## src/rtl/max_pool_ctrl.sv

```systemverilog
// max_pool_ctrl: max-pool window sequencer with argmax capture and gradient scatter.
// Optional MAX_POOL_CTRL_ZERO_FILL_EN: backward writes whole windows, zeros off argmax.
module max_pool_ctrl #(
  parameter int WIDTH  = 16,
  parameter int STRIDE = 2,
  parameter int IN_W   = 32,
  parameter int IN_H   = 32,
  localparam int OUT_W = IN_W / STRIDE,
  localparam int OUT_H = IN_H / STRIDE,
  localparam int N     = OUT_W * OUT_H,
  localparam int S2    = STRIDE * STRIDE,
  localparam int IA    = (IN_W * IN_H > 1) ? $clog2(IN_W * IN_H) : 1,
  localparam int OA    = (N > 1) ? $clog2(N) : 1
) (
  input  logic             clk,
  input  logic             rst,
  input  logic             start,
  input  logic             mode,
  output logic             busy,
  output logic             done,
  output logic             err,
  output logic             fm_rd_en,
  output logic [IA-1:0]    fm_rd_addr,
  input  logic [WIDTH-1:0] fm_rd_data,
  output logic             out_wr_en,
  output logic [OA-1:0]    out_wr_addr,
  output logic [WIDTH-1:0] out_wr_data,
  output logic             grad_rd_en,
  output logic [OA-1:0]    grad_rd_addr,
  input  logic [WIDTH-1:0] grad_rd_data,
  output logic             gin_wr_en,
  output logic [IA-1:0]    gin_wr_addr,
  output logic [WIDTH-1:0] gin_wr_data
);

  localparam int KW = (S2 > 1) ? $clog2(S2) : 1;

  typedef enum logic [2:0] {
    IDLE,
    F_READ,
    F_WAIT,
    F_WRITE,
    B_READ,
    B_WAIT,
    B_WRITE,
    FIN
  } state_t;

  state_t                  state;
  logic [OA-1:0]           win;
  logic [KW-1:0]           k;
  logic signed [WIDTH-1:0] mx;
  logic [KW-1:0]           kmx;
  logic                    fwd_op;
  logic                    fwd_valid;
  logic [KW-1:0]           amem [N];
  logic [KW-1:0]           am;
`ifdef MAX_POOL_CTRL_ZERO_FILL_EN
  logic [WIDTH-1:0]        gval;
`endif

  logic signed [WIDTH-1:0] din;
  logic [KW-1:0]           ce;
  logic                    cmp_on;
  logic signed [WIDTH-1:0] nmx;
  logic [KW-1:0]           nkmx;

  // Raster input address of element e of output window w.
  function automatic logic [IA-1:0] in_addr(
    input logic [OA-1:0] w,
    input logic [KW-1:0] e
  );
    int r;
    int c;
    int kr;
    int kc;
    r  = int'(w) / OUT_W;
    c  = int'(w) % OUT_W;
    kr = int'(e) / STRIDE;
    kc = int'(e) % STRIDE;
    return IA'((r * STRIDE + kr) * IN_W + c * STRIDE + kc);
  endfunction

  assign din = $signed(fm_rd_data);
  assign am  = amem[win];

  // Running max: the element read last cycle seeds (k=0) or replaces on strictly greater.
  always_comb begin
    ce     = k - 1'b1;
    cmp_on = 1'b0;
    nmx    = mx;
    nkmx   = kmx;
    if (state == F_READ) begin
      ce     = k - 1'b1;
      cmp_on = (k != '0);
    end else if (state == F_WAIT) begin
      ce     = k;
      cmp_on = 1'b1;
    end
    if (cmp_on && ((ce == '0) || (din > mx))) begin
      nmx  = din;
      nkmx = ce;
    end
  end

  // Argmax memory: no reset, every forward pass rewrites all entries.
  always_ff @(posedge clk) begin
    if (state == F_WRITE)
      amem[win] <= kmx;
  end

  // Main sequencer with registered strobes, addresses and data.
  always_ff @(posedge clk or negedge rst) begin
    if (!rst) begin
      state        <= IDLE;
      win          <= '0;
      k            <= '0;
      mx           <= '0;
      kmx          <= '0;
      fwd_op       <= 1'b0;
      fwd_valid    <= 1'b0;
      busy         <= 1'b0;
      done         <= 1'b0;
      err          <= 1'b0;
      fm_rd_en     <= 1'b0;
      fm_rd_addr   <= '0;
      out_wr_en    <= 1'b0;
      out_wr_addr  <= '0;
      out_wr_data  <= '0;
      grad_rd_en   <= 1'b0;
      grad_rd_addr <= '0;
      gin_wr_en    <= 1'b0;
      gin_wr_addr  <= '0;
      gin_wr_data  <= '0;
`ifdef MAX_POOL_CTRL_ZERO_FILL_EN
      gval         <= '0;
`endif
    end else begin
      fm_rd_en   <= 1'b0;
      out_wr_en  <= 1'b0;
      grad_rd_en <= 1'b0;
      gin_wr_en  <= 1'b0;
      done       <= 1'b0;
      err        <= 1'b0;
      unique case (state)
        IDLE: begin
          if (start) begin
            busy   <= 1'b1;
            win    <= '0;
            k      <= '0;
            fwd_op <= !mode;
            if (!mode) begin
              state      <= F_READ;
              fm_rd_en   <= 1'b1;
              fm_rd_addr <= in_addr('0, '0);
            end else if (fwd_valid) begin
              state        <= B_READ;
              grad_rd_en   <= 1'b1;
              grad_rd_addr <= '0;
            end else begin
              state <= FIN;
              done  <= 1'b1;
              err   <= 1'b1;
            end
          end
        end
        F_READ: begin
          mx  <= nmx;
          kmx <= nkmx;
          if (k == KW'(S2 - 1)) begin
            state <= F_WAIT;
          end else begin
            k          <= k + 1'b1;
            fm_rd_en   <= 1'b1;
            fm_rd_addr <= in_addr(win, k + 1'b1);
          end
        end
        F_WAIT: begin
          mx          <= nmx;
          kmx         <= nkmx;
          out_wr_en   <= 1'b1;
          out_wr_addr <= win;
          out_wr_data <= nmx;
          state       <= F_WRITE;
        end
        F_WRITE: begin
          if (win == OA'(N - 1)) begin
            state <= FIN;
            done  <= 1'b1;
          end else begin
            win        <= win + 1'b1;
            k          <= '0;
            state      <= F_READ;
            fm_rd_en   <= 1'b1;
            fm_rd_addr <= in_addr(win + 1'b1, '0);
          end
        end
        B_READ: begin
          state <= B_WAIT;
        end
        B_WAIT: begin
          state     <= B_WRITE;
          k         <= '0;
          gin_wr_en <= 1'b1;
`ifdef MAX_POOL_CTRL_ZERO_FILL_EN
          gval        <= grad_rd_data;
          gin_wr_addr <= in_addr(win, '0);
          gin_wr_data <= (am == '0) ? grad_rd_data : '0;
`else
          gin_wr_addr <= in_addr(win, am);
          gin_wr_data <= grad_rd_data;
`endif
        end
        B_WRITE: begin
`ifdef MAX_POOL_CTRL_ZERO_FILL_EN
          if (k != KW'(S2 - 1)) begin
            k           <= k + 1'b1;
            gin_wr_en   <= 1'b1;
            gin_wr_addr <= in_addr(win, k + 1'b1);
            gin_wr_data <= (am == KW'(k + 1'b1)) ? gval : '0;
          end else if (win == OA'(N - 1)) begin
            state <= FIN;
            done  <= 1'b1;
          end else begin
            win          <= win + 1'b1;
            state        <= B_READ;
            grad_rd_en   <= 1'b1;
            grad_rd_addr <= win + 1'b1;
          end
`else
          if (win == OA'(N - 1)) begin
            state <= FIN;
            done  <= 1'b1;
          end else begin
            win          <= win + 1'b1;
            state        <= B_READ;
            grad_rd_en   <= 1'b1;
            grad_rd_addr <= win + 1'b1;
          end
`endif
        end
        FIN: begin
          busy  <= 1'b0;
          state <= IDLE;
          if (fwd_op)
            fwd_valid <= 1'b1;
        end
        default: state <= IDLE;
      endcase
    end
  end

endmodule
```

## config.mk

```make
export PLATFORM = sky130hd
export DESIGN_NAME = max_pool_ctrl
export DESIGN_NICKNAME = d
export VERILOG_FILES = /design/src/rtl/max_pool_ctrl.sv
export SDC_FILE = /design/constraint.sdc
export NUM_CORES = 1
export LEC_CHECK = 0
export ABC_AREA = 1
export BUFFER_PORTS_ARGS = -buffer_cell sky130_fd_sc_hd__buf_2
export CAP_MARGIN = 20
export CORE_MARGIN = 5
export CORE_UTILIZATION = 30
export CTS_BUF_LIST = sky130_fd_sc_hd__clkbuf_8
export DETAILED_ROUTE_END_ITERATION = 7
export PLACE_DENSITY = 0.47
export SLEW_MARGIN = 20
export SYNTH_ARGS = -nofsm -noshare
export SYNTH_HDL_FRONTEND = slang
export SYNTH_SLANG_ARGS = --single-unit
```

## constraint.sdc

```tcl
create_clock -name clk -period 4.5 [get_ports clk]
set_input_delay 0.9 -clock clk [delete_from_list [all_inputs] [get_ports clk]]
set_output_delay 0.9 -clock clk [all_outputs]
set_load 0.1 [all_outputs]
```

==> results_dict.tcl, run 1 <==
set metrics [dict create \
    initial_utilization_pct 30.3 \
    cts_buffer_depth 3 \
    maxCapViolCount 0 \
    switching_share_pct 42.6 \
    path_class "reg -> reg" \
    drt_iter0_drc 1260 \
    regArea_sq_mm 0.0181 \
    syn_inst 2824 \
    r2r-start "win[1]$_DFFE_PN0P_" \
    powerDensity_mw_per_mm2 629 \
    ant_nets 0 \
    crit_path_end_kind "flop" \
    finalCritPeriodShare_pct 69.2 \
    p_switching_mw 8.39 \
    tightest_slew_ns 1.00 \
    clockPowerShare_pct 24.8 \
    vias_per_cell 4.66 \
    grt_usage_pct 16.3 \
    post_dp_cell_area_sq_mm 0.0293 \
    drc 0 \
    dp_cells 4013 \
    final_nets 3005 \
    critPathRequiredTime_ns 4.86 \
    seq_power_share_pct 39.6 \
    final_cell_area_sq_mm 0.0313 \
    cp_max_fo 59 \
    dieArea_sq_mm 0.0975 \
    yosysUniqueCellTypes 40 \
    fmax_mhz 321 \
    synthArstFlopShare_pct 17.4 \
    synthFlopType "edfxtp_1" \
    htree_levels 3 \
    grt_first_pass_wirelength_um 122000 \
    holdBufCountCts 0 \
    arrival_ns 3.47 \
    io_pins 111 \
    cts.sinks 620 \
    yosysTopAreaCellShare_pct 56.1 \
    grt_antenna_before_repair 2 \
    maxSlewViolCount 0 \
    rsz0062_at_grt "no" \
    intPower_mw 11.3 \
    vias 19588 \
    synth_fp_nets 2882 \
    seq_area_frac_synth_pct 66.0 \
    synth_edf_count 512 \
    core_sq_mm 0.0903 \
    post_cts_buffers 0 \
    yosysWarnings 0 \
    power_frac_comb_pct 35.6 \
    hpwl_um 47600 \
    syn_area_sq_mm 0.0274 \
    ys_ff_latch 620 \
    cts.repair.resized 0 \
    cts_tree "yes" \
    drive_gt1_share_pct 10.7 \
    dieWidth_um 312 \
    final_util_pct 34.6 \
    gp_congestion 0.806 \
    startpoint_type "flop" \
    min_path_type "in -> async" \
    status "completed" \
    cts_inserted_buffers 108 \
    overflow 0 \
    die_h_um 312 \
    n_fill_cell 9404 \
    p_leak_nw 12.5 \
    final.min_clock_period_ns 3.11 \
    port_buffers 110 \
    hold_viol_final 0 \
    drtPass1Iterations 7 \
    grt_pass1_vias 19584 \
    path_clk_slew_ns 0.06 \
    postRouteWirelength_um 81300 \
    finalSetupTns_ns 0 \
    clkLatencyLatePin_ns 0.71 \
    wire_per_inst_um 19.3 \
    grt_start_max_net_pins 125 \
    avgSynthCellArea_sq_um 9.70 \
    cp-startpoint "win[1]$_DFFE_PN0P_" \
    ctsRootBufferMaster "clkbuf_8" \
    multiInputGateArea_sq_mm 0.00786 \
    irDropWorstVdd_mv 0.638 \
    area_growth_pct 14.2 \
    setup_viol 0 \
    yosys.area.top_type "edfxtp_1" \
    max-slew-margin-rel_pct 32.8 \
    synth_area_leaders "edfxtp_1 56%, nand2_1 11%, dfrtp_1 9.9%, nor2_1 8.1%, o21ai_0 3.5%" \
    instances_no_fill 4207 \
    skew_ns 0.0502 \
    placementRows 110 \
]
-- worst paths after layout --
| kind | endpoint | slack, ns | depth (start not counted) |
|---|---|---|---|
| max in group asynchronous | gin_wr_data[5]$_DFFE_PN0P_ | 3.27 | 2 |
| worst max-delay path | amem[136][0]$_DFFE_PP_ | 1.39 | 8 |
| worst max register to register | amem[136][0]$_DFFE_PP_ | 1.39 | 8 |
| worst min register to register | gin_wr_data[1]$_DFFE_PN0P_ | 0.47 | 2 |
| min in group clk | gin_wr_data[2]$_DFFE_PN0P_ | 0.38 | 3 |
| worst min-delay path | out_wr_data[11]$_DFFE_PN0P_ | 0.33 | 1 |
-- registers in the layout, summed over array words and instances (netlist names), 2 cells and up --
name	count
win	8
out_wr_addr	8
fm_rd_addr	10
gin_wr_data	16
mx	16
out_wr_data	16
grad_rd_addr	8
amem	512
kmx	2
k	2
state	3
gin_wr_addr	10
-- cells in the mapped netlist, drive strengths merged, types with 2 or more instances --
| library cell | n |
|---|---|
| a21oi | 15 |
| a31oi | 2 |
| and2 | 16 |
| buf | 93 |
| clkbuf | 55 |
| clkinv | 3 |
| dfrtp | 108 |
| edfxtp | 512 |
| ha | 22 |
| inv | 208 |
| mux2 | 3 |
| nand2 | 805 |
| nand3 | 97 |
| nand4 | 3 |
| nor2 | 596 |
| nor3 | 9 |
| o21a | 2 |
| o21ai | 233 |
| o22ai | 26 |
| or2 | 2 |
| xor2 | 3 |
-- metal layers --
layer,share of wire (%),global-route usage (%),wire length (um)
met1,47,22.8,37900
met2,46,26.1,37500
met3,4.2,2.39,3400
met4,3.0,5.27,2470
met5,0,0,0
-- kinds of logic after synthesis --
group	count (synthesis)	share of synthesized area, %
compound gates	287	5.60
mux	3	0.123
xor+xnor	3	0.0959
simple gates	1530	21.8
fa+ha+maj	22	1.00
flops	620	66.0
buf+inv	359	5.42
-- power by group through the flow --
stage	Clock, mW	Combinational, mW	Sequential (mW)
2_1_floorplan	0	2.80	10.2
3_3_place_gp	0	7.08	7.93
3_5_place_dp	0	7.08	7.92
4_1_cts	5.00	7.10	7.81
5_1_grt	5.28	7.61	7.87
6_report	4.88	7.01	7.81
-- area by class of cell --
class                      count  share of cell area, %
multi-input combinational   1845                   25.1
inverter                     211                   2.56
clock inverter                76                   1.28
tap                         1176                   4.70
timing repair buffer         161                   3.35
antenna                        1                0.00800
sequential                   620                   57.8
clock buffer                 117                   5.15
-- stage by stage --
step           hold slack (ns)  worst slack (ns)  power, mW
6_report                 0.335              1.39       19.7
4_1_cts                  0.314              1.40       19.9
5_1_grt                  0.325              1.03       20.8
3_3_place_gp             0.449              1.12       15.0
2_1_floorplan            0.449             0.513       13.0
3_5_place_dp             0.455              1.09       15.0
-- cells in the final DEF, fill, tap and decap left out, drive strengths merged, types with 2 or more instances in the layout --
cell / count
nand4: 3
or2: 2
a31oi: 2
mux2: 3
and2: 16
ha: 22
a21oi: 15
nor3: 9
nor2: 596
nand2: 805
o21a: 2
o22ai: 26
clkbuf: 117
xor2: 3
clkinv: 36
inv: 247
buf: 161
bufinv: 3
dfrtp: 108
edfxtp: 512
o21ai: 233
nand3: 97
-- critical path, cell delays in order, from the launching register on --
cell,delay (ns)
dfrtp_4,0.67
inv_4,0.44
buf_12,0.37
ha_1,0.35
inv_1,0.14
nor2_1,0.16
nand2_1,0.07
buf_4,0.28
nor2_1,0.21
Note: power is estimated with default switching activity, not from simulation.
==> run 2: changes to the inputs <==
--- a/config.mk
+++ b/config.mk
@@ -12,7 +12,7 @@
 export CORE_UTILIZATION = 30
 export CTS_BUF_LIST = sky130_fd_sc_hd__clkbuf_8
 export DETAILED_ROUTE_END_ITERATION = 7
-export PLACE_DENSITY = 0.47
+export PLACE_DENSITY = 0.48
 export SLEW_MARGIN = 20
 export SYNTH_ARGS = -nofsm -noshare
 export SYNTH_HDL_FRONTEND = slang
==> constraint.sdc (replaced) <==
create_clock -name clk -period 2.5 [get_ports clk]
set_input_delay 0.5 -clock clk [delete_from_list [all_inputs] [get_ports clk]]
set_output_delay 0.5 -clock clk [all_outputs]
set_load 0.1 [all_outputs]
==> run 2 against run 1 <==
Sequential share of layout area down 2.1 points. Largest power group unchanged. Core utilization grew 1.3 points. Global-route usage grew 0.16 points. Highest routed layer unchanged. Critical path depth down 1. Total power increased by 85%. Final cell count rose by 2.6%. Count of clock-buffer cells in the layout down 5.
==> results_dict.tcl, run 2 (same netlist as run 1, synthesis figures left out) <==
set metrics [dict create \
    final_common_cell "nand2_1" \
    skew_ns 0.0554 \
    path_clk_slew_ns 0.06 \
    cpMostUsedCell "buf_4" \
    post_dp_cell_area_sq_mm 0.0303 \
    maxSlewViolCount 0 \
    grt_usage_pct 16.4 \
    grt_first_pass_wirelength_um 124000 \
    p_leak_nw 13.2 \
    largest_reg_flops 512 \
    postRouteWirelength_um 81600 \
    final_util_pct 36.0 \
    whs_path_depth 3 \
    powerDensity_mw_per_mm2 1120 \
    crit_chain "nand2_1 -> nor2_1 -> buf_4 -> buf_4 -> nand3_1 -> buf_4 -> nor2_1" \
    drt_iter0_drc 1609 \
    met1_usage_pct 22.7 \
    place_ws_ns 0.122 \
    crit_family "simple AND/OR/NAND/NOR gates" \
    use_met3_pct 2.58 \
    startpoint_type "flop" \
    min_to "err$_DFF_PN0_" \
    ctsRootBufferMaster "clkbuf_8" \
    busiest_layer "met2" \
    critPathBufInv 3 \
    dp_cells 4105 \
    r2r_setup_slack_ns 0.15 \
    hpwl_um 51300 \
    power_mw 36.5 \
    status "completed" \
    crit_path_end_kind "flop" \
    io_pins 111 \
    fmax_mhz 425 \
    drive_gt1_share_pct 13.3 \
    drtPass1Iterations 5 \
    core_sq_mm 0.0903 \
    setup_viol 0 \
    dieArea_sq_mm 0.0975 \
    cts_buffer_depth 3 \
    final.min_clock_period_ns 2.35 \
    r2r-start "state[1]$_DFFE_PN0P_" \
    cts_inserted_buffers 109 \
    port_buffers 110 \
    critPathRequiredTime_ns 2.88 \
    dieWidth_um 312 \
    max-slew-margin-rel_pct 47.4 \
    grt_antenna_before_repair 1 \
    tightest_slew_ns 0.784 \
    clkLatencyLatePin_ns 0.73 \
    cp_slowest_stage_delay_ns 0.43 \
    power_frac_comb_pct 37.6 \
    cp_max_fo 11 \
    path_class "reg -> reg" \
    wire_per_inst_um 18.9 \
    hold_viol_final 0 \
    finalSetupTns_ns 0 \
    grt_start_max_net_pins 66 \
    clockPowerShare_pct 24.1 \
    vias_per_cell 4.63 \
    seq_power_share_pct 38.3 \
    p_switching_mw 15.4 \
    ant_nets 0 \
    hold_ws_ns 0.0910 \
    largest_register "amem" \
    die_h_um 312 \
    overflow 0 \
    reg2reg_depth 7 \
    r2r_end "amem[190][0]$_DFFE_PP_" \
    placementRows 110 \
    final_nets 3115 \
    min_path_type "in -> reg" \
    instances_no_fill 4318 \
    path_depth 7 \
    drc 0 \
    final_cell_mix "802 x nand2_1, 586 x nor2_1, 512 x edfxtp_1" \
    vias 20007 \
    finalCritPeriodShare_pct 94.0 \
    htree_levels 3 \
    initial_utilization_pct 30.3 \
    cts.sinks 620 \
    gp_congestion 0.798 \
    arrival_ns 2.73 \
    cp_slowest_cell "dfrtp_1" \
    hp-start "start" \
    switching_share_pct 42.2 \
    grt_pass1_vias 19865 \
    cts_tree "yes" \
    rsz0062_at_grt "yes" \
    maxCapViolCount 0 \
    final_cell_area_sq_mm 0.0325 \
    intPower_mw 21.1 \
    setup_slack_ns 0.149 \
    irDropWorstVdd_mv 0.916 \
    area_growth_pct 18.6 \
    met2_usage_pct 26.8 \
]
==> run 2: cell types whose count changed in the layout (fill, tap and decap cells not counted), sizes merged <==
cell	previous run	this run
buf	161	253
dlygate4sd3	0	17
clkbuf	117	112
inv	247	251
bufinv	3	4
clkinvlp	1	2
diode	1	2
==> run 2: cell type report <==
type / count / area (sq um)
multi-input cells: 1845 / 7860
repair buffers: 270 / 2240
fillers: 9336 / 57800
flip-flops and latches: 620 / 18100
clock buffers: 112 / 1540
diodes: 2 / 5.00
well taps: 1176 / 1470
clock inverters: 82 / 470
inverters: 211 / 802
==> run 2: power groups by stage <==
stage / sequential [mW] / clock (mW) / combinational [mW]
final: 14.0 / 8.80 / 13.7
after detailed placement: 14.2 / 0 / 13.8
after CTS: 14.0 / 9.03 / 13.9
after floorplan: 18.1 / 0 / 5.05
after global placement: 14.2 / 0 / 13.8
after global routing: 14.1 / 9.55 / 14.9
==> run 2: metal layers <==
layer  vias up  wire length, um
met5         -                0
met3       125             3980
met4         0             2040
met1      9710            37400
li1       9729                -
met2       443            38300
==> run 2: worst max path at each step <==
stage | startpoint | endpoint | slack [ns]
finish | state[1]$_DFFE_PN0P_ | amem[190][0]$_DFFE_PP_ | 0.15
global route | win[0]$_DFFE_PN0P_ | gin_wr_addr[5]$_DFFE_PN0P_ | -0.03
CTS | win[0]$_DFFE_PN0P_ | gin_wr_addr[5]$_DFFE_PN0P_ | 0.13
detailed placement | fm_rd_data[15] | mx[11]$_DFFE_PN0P_ | 0.12
global placement | fm_rd_data[15] | mx[2]$_DFFE_PN0P_ | 0.13
floorplan | kmx[0]$_DFFE_PN0P_ | amem[0][0]$_DFFE_PP_ | 0.09
==> run 2: worst register-to-register path: stages (launching register included) <==
cell	delay, ns
dfrtp_1	0.43
nand2_1	0.13
nor2_1	0.41
buf_4	0.25
buf_4	0.15
nand3_1	0.17
buf_4	0.30
nor2_1	0.20
==> run 2: repair_timing <==
action,CTS,global route
resized for setup,0,4
setup buffers,0,0
hold endpoints to repair,48,0
endpoints found under the setup margin,0,2
hold buffers,17,0
